===== src/rtl/sb_pkg.sv =====
// Shared definitions for the sideband TX framing path.
//   sb_framer_state_e : framer control states
//   SB_WORD_W         : serial word width in UI
//   SB_GAP_UI         : idle-low UI inserted after every serial word
package sb_pkg;

    localparam int SB_WORD_W = 64;
    localparam int SB_GAP_UI = 32;

    typedef enum logic [1:0] {
        IDLE      = 2'd0,
        WAIT_DATA = 2'd1,
        SHIFT     = 2'd2,
        GAP       = 2'd3
    } sb_framer_state_e;

endpackage


===== src/rtl/sb_piso_shifter.sv =====
// Parallel-load, LSB-first serializer with a bit counter.
//   i_clk, i_rst : clock, asynchronous active-high reset
//   i_load       : load i_word and restart the bit counter (wins over shift)
//   i_word       : parallel word to serialize
//   i_shift_en   : advance one bit
//   o_bit        : current serial bit (word LSB first)
//   o_cnt_done   : current bit is the last bit of the word
module sb_piso_shifter
    import sb_pkg::*;
#(
    parameter int WORD_W = SB_WORD_W
) (
    input  logic              i_clk,
    input  logic              i_rst,
    input  logic              i_load,
    input  logic [WORD_W-1:0] i_word,
    input  logic              i_shift_en,
    output logic              o_bit,
    output logic              o_cnt_done
);

    localparam int CNT_W = $clog2(WORD_W);

    logic [WORD_W-1:0] sreg_q;
    logic [CNT_W-1:0]  cnt_q;

    always_ff @(posedge i_clk or posedge i_rst) begin
        if (i_rst) begin
            sreg_q <= '0;
            cnt_q  <= '0;
        end else if (i_load) begin
            sreg_q <= i_word;
            cnt_q  <= '0;
        end else if (i_shift_en) begin
            sreg_q <= {1'b0, sreg_q[WORD_W-1:1]};
            cnt_q  <= cnt_q + CNT_W'(1);
        end
    end

    assign o_bit      = sreg_q[0];
    assign o_cnt_done = (cnt_q == CNT_W'(WORD_W - 1));

endmodule


===== src/rtl/sb_packet_framer.sv =====
// Sideband TX packet framer: captures an encoded header (and optional data
// word), serializes each word LSB-first one bit per clock, and inserts a
// low gap after every word.
//   i_clk, i_rst        : UI clock, asynchronous active-high reset
//   i_hdr_valid, i_hdr  : header pulse and word (accepted only when o_ready)
//   i_has_data          : packet carries a data word (sampled with header)
//   i_d_valid, i_data_encoded : encoder data word
//   o_ready             : idle, can accept a header
//   o_txdata_sb         : serial TX bit
//   o_tx_active         : high on every UI carrying a packet bit
//   o_pkt_done          : pulse on the last gap UI of a packet
//   o_err_data_missing  : pulse when the data word never arrived
module sb_packet_framer
    import sb_pkg::*;
#(
    parameter int WORD_W       = SB_WORD_W,
    parameter int GAP_UI       = SB_GAP_UI,
    parameter int DATA_TIMEOUT = 4
) (
    input  logic              i_clk,
    input  logic              i_rst,
    input  logic              i_hdr_valid,
    input  logic [WORD_W-1:0] i_hdr,
    input  logic              i_has_data,
    input  logic              i_d_valid,
    input  logic [WORD_W-1:0] i_data_encoded,
    output logic              o_ready,
    output logic              o_txdata_sb,
    output logic              o_tx_active,
    output logic              o_pkt_done,
    output logic              o_err_data_missing
);

    localparam int GAP_W  = $clog2(GAP_UI);
    localparam int WAIT_W = $clog2(DATA_TIMEOUT + 1);

    sb_framer_state_e  state_q, state_d;
    logic [WORD_W-1:0] data_q;
    logic              pend_q;      // data word still to be sent after the header
    logic [GAP_W-1:0]  gap_cnt_q;
    logic [WAIT_W-1:0] wait_cnt_q;
    logic              err_q;

    logic hdr_load, data_load, data_capture, timeout;
    logic gap_last, wait_last;
    logic ser_bit, bit_last;

    assign gap_last  = (gap_cnt_q == GAP_W'(GAP_UI - 1));
    assign wait_last = (wait_cnt_q == WAIT_W'(DATA_TIMEOUT - 1));

    // The header is loaded straight into the shifter at acceptance, so the
    // shifter itself holds it through WAIT_DATA; the data word waits in data_q.
    sb_piso_shifter #(
        .WORD_W (WORD_W)
    ) u_piso (
        .i_clk      (i_clk),
        .i_rst      (i_rst),
        .i_load     (hdr_load | data_load),
        .i_word     (data_load ? data_q : i_hdr),
        .i_shift_en (state_q == SHIFT),
        .o_bit      (ser_bit),
        .o_cnt_done (bit_last)
    );

    always_ff @(posedge i_clk or posedge i_rst) begin
        if (i_rst) begin
            state_q <= IDLE;
        end else begin
            state_q <= state_d;
        end
    end

    always_comb begin
        state_d      = state_q;
        hdr_load     = 1'b0;
        data_load    = 1'b0;
        data_capture = 1'b0;
        timeout      = 1'b0;
        unique case (state_q)
            IDLE: begin
                if (i_hdr_valid) begin
                    hdr_load = 1'b1;
                    if (!i_has_data) begin
                        state_d = SHIFT;
                    end else if (i_d_valid) begin
                        data_capture = 1'b1;
                        state_d      = SHIFT;
                    end else begin
                        state_d = WAIT_DATA;
                    end
                end
            end
            WAIT_DATA: begin
                if (i_d_valid) begin
                    data_capture = 1'b1;
                    state_d      = SHIFT;
                end else if (wait_last) begin
                    timeout = 1'b1;
                    state_d = IDLE;
                end
            end
            SHIFT: begin
                if (bit_last) begin
                    state_d = GAP;
                end
            end
            GAP: begin
                if (gap_last) begin
                    if (pend_q) begin
                        data_load = 1'b1;
                        state_d   = SHIFT;
                    end else begin
                        state_d = IDLE;
                    end
                end
            end
            default: state_d = IDLE;
        endcase
    end

    always_ff @(posedge i_clk or posedge i_rst) begin
        if (i_rst) begin
            data_q     <= '0;
            pend_q     <= 1'b0;
            gap_cnt_q  <= '0;
            wait_cnt_q <= '0;
            err_q      <= 1'b0;
        end else begin
            if (data_capture) begin
                data_q <= i_data_encoded;
            end
            if (hdr_load) begin
                pend_q <= i_has_data;
            end else if (data_load || timeout) begin
                pend_q <= 1'b0;
            end
            gap_cnt_q  <= (state_q == GAP) ? gap_cnt_q + GAP_W'(1) : '0;
            wait_cnt_q <= (state_q == WAIT_DATA) ? wait_cnt_q + WAIT_W'(1) : '0;
            err_q      <= timeout;
        end
    end

    assign o_ready            = (state_q == IDLE);
    assign o_tx_active        = (state_q == SHIFT);
    assign o_txdata_sb        = (state_q == SHIFT) && ser_bit;
    assign o_pkt_done         = (state_q == GAP) && gap_last && !pend_q;
    assign o_err_data_missing = err_q;

endmodule


===== config.mk =====
export PLATFORM = sky130hd
export DESIGN_NAME = sb_packet_framer
export DESIGN_NICKNAME = d
export VERILOG_FILES = /design/src/rtl/sb_pkg.sv /design/src/rtl/sb_piso_shifter.sv /design/src/rtl/sb_packet_framer.sv
export SDC_FILE = /design/constraint.sdc
export NUM_CORES = 1
export LEC_CHECK = 0
export ABC_AREA = 1
export BUFFER_PORTS_ARGS = -buffer_cell sky130_fd_sc_hd__buf_4
export CELL_PAD_IN_SITES_DETAIL_PLACEMENT = 0
export CELL_PAD_IN_SITES_GLOBAL_PLACEMENT = 1
export CORE_ASPECT_RATIO = 0.8
export CORE_MARGIN = 10
export CORE_UTILIZATION = 35
export DETAILED_ROUTE_END_ITERATION = 12
export PLACE_DENSITY_LB_ADDON = 0.15
export SYNTH_ARGS = -nofsm -noshare
export SYNTH_HDL_FRONTEND = slang
export SYNTH_SLANG_ARGS = --single-unit

===== constraint.sdc =====
create_clock -name i_clk -period 6.2 [get_ports i_clk]
set_clock_uncertainty 0.15 [all_clocks]
set_input_delay 0.31 -clock i_clk [delete_from_list [all_inputs] [get_ports i_clk]]
set_output_delay 0.31 -clock i_clk [all_outputs]
set_load 0.01 [all_outputs]

==> summary.txt <==
STA
  • Setup_tns: 0 ps
  • RSZ-0062 raised after global routing: no
  • Final hold vios: 0
  • Slew margin rel.: 0.362
  • Post-route minimum period: 3650 ps
  • Final Cycle Share: 0.589
  • Max Slew Vio Count: 0
  • Worst-margin pin slew: 957 ps
  • Final WS setup: 2550 ps
  • FMAX: 274 MHz
  • Final setup viols: 0

Final layout
  • Ratio of cells with drive above 1 in the final layout: 0.156
  • Nets@finish: 1,311
  • Area growth syn-to-layout: 33.5%
  • Post-route design area: 9780 um2
  • Antenna Cells: 0

Synthesis
  • Async SR Flop Fraction: 1.00
  • Main flop type after synthesis: dfrtp_1
  • Synth top area cells: dfrtp_1, nand2_1, o21ai_0
  • Adder-Cell Fraction of Synth Area: 0.00854
  • FF+latch count, synth: 146
  • Simple-Gate Fraction of Synth Area: 0.278
  • Post-synthesis compound-gate area fraction: 0.0970
  • Most instantiated cells after synthesis: nand2_1, dfrtp_1, inv_1
  • Synth area leader: dfrtp_1
  • Largest family of logic cells by synthesized area: simple AND/OR/NAND/NOR gates
  • Mapped Area: 7330 um2
  • Mux cell area share after synthesis: 0
  • Syn Inst Count: 1,002
  • Xor and xnor area share after synthesis: 0
  • Yosys top cell area share: 0.499
  • Post-synth EDFFs: 0
  • Syn nets: 1,140
  • Sequential-to-total area share from yosys stat: 0.499
  • Post-synth cell types: 23
  • Ys Warns: 0
  • Dominant cell by count in the synthesized netlist: nand2_1
  • Syn Area/Cell: 7.31 um2

Power
  • Combinational share of power: 0.326
  • Sw frac: 0.355
  • P_int: 2.74 mW
  • Pwr/cell area: 434 nW/um2
  • Sequential power share: 0.392
  • Pwr Total: 4.25 mW
  • P_leak: 5.08 nW
  • Clock group share of total power: 0.282
  • Sw power: 1.51 mW
  • Peak VDD IR: 172 uV

GRT
  • Total track usage: 0.146
  • Vias in the first global route: 6,499
  • GR peak layer: met2
  • Gr ovfl total: 0
  • Fraction of met1 tracks used by global routing: 0.201
  • Largest net degree at the start of global routing: 97
  • Met2 GRT Util: 0.223
  • M3 GR Usage: 0.0327
  • Initial antenna violation count: 0
  • First-pass GRT wire length: 32,700 um

Setup path
  • Number of buffers and inverters on the critical path: 3
  • Worst Reg-to-Reg Cells: 13
  • Crit path kind: flop to flop
  • FF-to-FF setup slack: 2550 ps
  • Worst Path Max Fanout: 67
  • Critical R2R Launch: gap_cnt_q[0]
  • Critical Path, Cell by Cell: ha_1 > nand2_1 > nor2_1 > ha_1 > nand2_1 > nor2_8 > inv_2 > nand2_2 > buf_4 > nor2_4 > buf_4 > nand2_1 > o21ai_0
  • CP peak stage delay: 740 ps
  • CP Capture Type: flop
  • Worst path slowest cell: nor2_8
  • CP Launch Type: flop
  • Critical path arrival: 3780 ps
  • Crit-path leading delay family: simple AND/OR/NAND/NOR gates
  • R2R Path End: u_piso.sreg_q[63]
  • Most frequent CP cell: nand2_1
  • Required @ worst endpoint: 6320 ps

Placed design
  • DP Area: 8460 um2
  • Hpwl dp: 12,400 um
  • Dpl ws: 2470 ps
  • RePlAce Congestion: 0.728
  • PortBufs: 137

Die
  • I/O pins: 138
  • # rows: 47
  • Die W: 182 um
  • Die Y: 149 um
  • Floorplan core area: 20,600 um2
  • Die ar.: 27,200 um2
  • Starting Density: 0.355

Hold path
  • Worst Hold Depth: 3
  • End of the worst hold path: data_q[50]
  • HP Class: input pin to flop
  • Min-delay src: i_data_encoded[50]

Outcome
  • Status: complete, no violations

Clock network
  • Clock transition at path regs: 60 ps
  • Longest Clk Path Bufs: 2
  • Post-cts resize count: 0
  • Number of clock sinks: 146
  • CTS Hold Bufs: 63
  • Setup Buffers After CTS: 0
  • Clock Tree Root: clkbuf_16
  • TritonCTS buffer count: 17
  • H-tree depth: 4
  • Clk_lat worst skew: 420 ps
  • CTS tree: done

Detailed routing
  • Routed Antenna Nets: 0
  • Vias per Instance: 4.45
  • DRC: 0
  • Final wirelength: 19,700 um
  • First DRT Iteration DRCs: 455
  • Pre-antenna DRT Iters: 5
  • Routed length per instance: 13.6 um
  • Via count: 6,469

Flow run
  • Max-cap violations: 0
[kinds of logic after synthesis]
| logic type | after synthesis |
|---|---|
| compound gates | 142 |
| flops | 146 |
| simple gates | 505 |
| buf+inv | 204 |
| fa+ha+maj | 5 |
[through the flow]
stage,util,instances,hold slack [ps]
floorplan,-,1002,260
global placement,0.410,1359,284
detailed placement,0.410,1359,272
CTS,0.473,1453,11.0
global route,0.474,1454,29.4
finish,0.474,1454,42.1
[cell usage in the layout, fill, tap and decap left out, drive strengths merged]
| cell | instances |
|---|---|
| clkinvlp | 1 |
| inv | 148 |
| a21oi | 5 |
| dlygate4sd3 | 64 |
| clkinv | 3 |
| bufinv | 7 |
| nand3 | 72 |
| buf | 144 |
| nor2 | 21 |
| clkbuf | 20 |
| nor3b | 1 |
| nand4 | 3 |
| dfrtp | 146 |
| nand2 | 407 |
| ha | 5 |
| o21ai | 137 |
| nor3 | 1 |
[power by group through the flow]
stage,combinational (mW),clock (mW),sequential (mW)
global placement,1.36,0,1.68
floorplan,1.09,0,1.61
global route,1.65,1.27,1.73
CTS,1.42,1.23,1.67
finish,1.38,1.20,1.66
detailed placement,1.38,0,1.68
[flip-flops by register name, indices dropped and copies added, names as in the netlist]
register and count:
u_piso.cnt_q 6, gap_cnt_q 5, u_piso.sreg_q 64, pend_q 1, data_q 64, o_err_data_missing 1
wait_cnt_q 3, state_q 2
[tightest hold or removal path, cell delays in order]
cell and delay (ps):
buf_4 80, nand2_1 100, o21ai_0 90
[worst max-delay path by stage]
| stage | from | end | slack (ps) | cells past startpoint |
|---|---|---|---|---|
| after global routing | gap_cnt_q[0] | u_piso.sreg_q[63] | 2150 | 13 |
| after floorplan | i_rst | data_q[0] | 1820 | 1 |
| after detailed placement | gap_cnt_q[0] | u_piso.sreg_q[63] | 2470 | 13 |
| final | gap_cnt_q[0] | u_piso.sreg_q[63] | 2550 | 13 |
| after global placement | gap_cnt_q[0] | u_piso.sreg_q[63] | 2530 | 13 |
| after CTS | gap_cnt_q[0] | u_piso.sreg_q[63] | 2450 | 13 |
[metal layers]
metal | vias to the layer above | share of wire
met1 | 2923 | 0.51
met4 | 0 | 0.013
li1 | 3400 | -
met5 | - | 0
met3 | 16 | 0.042
met2 | 130 | 0.44
[cell type report]
cell class	count	area (um2)
fill	2083	10900
sequential	146	3650
multi-input combinational	652	2830
timing repair buffer	208	1720
inverter	148	561
clock buffer	20	447
tap	269	337
clock inverter	11	233
Power figures use the tool's default switching activity.
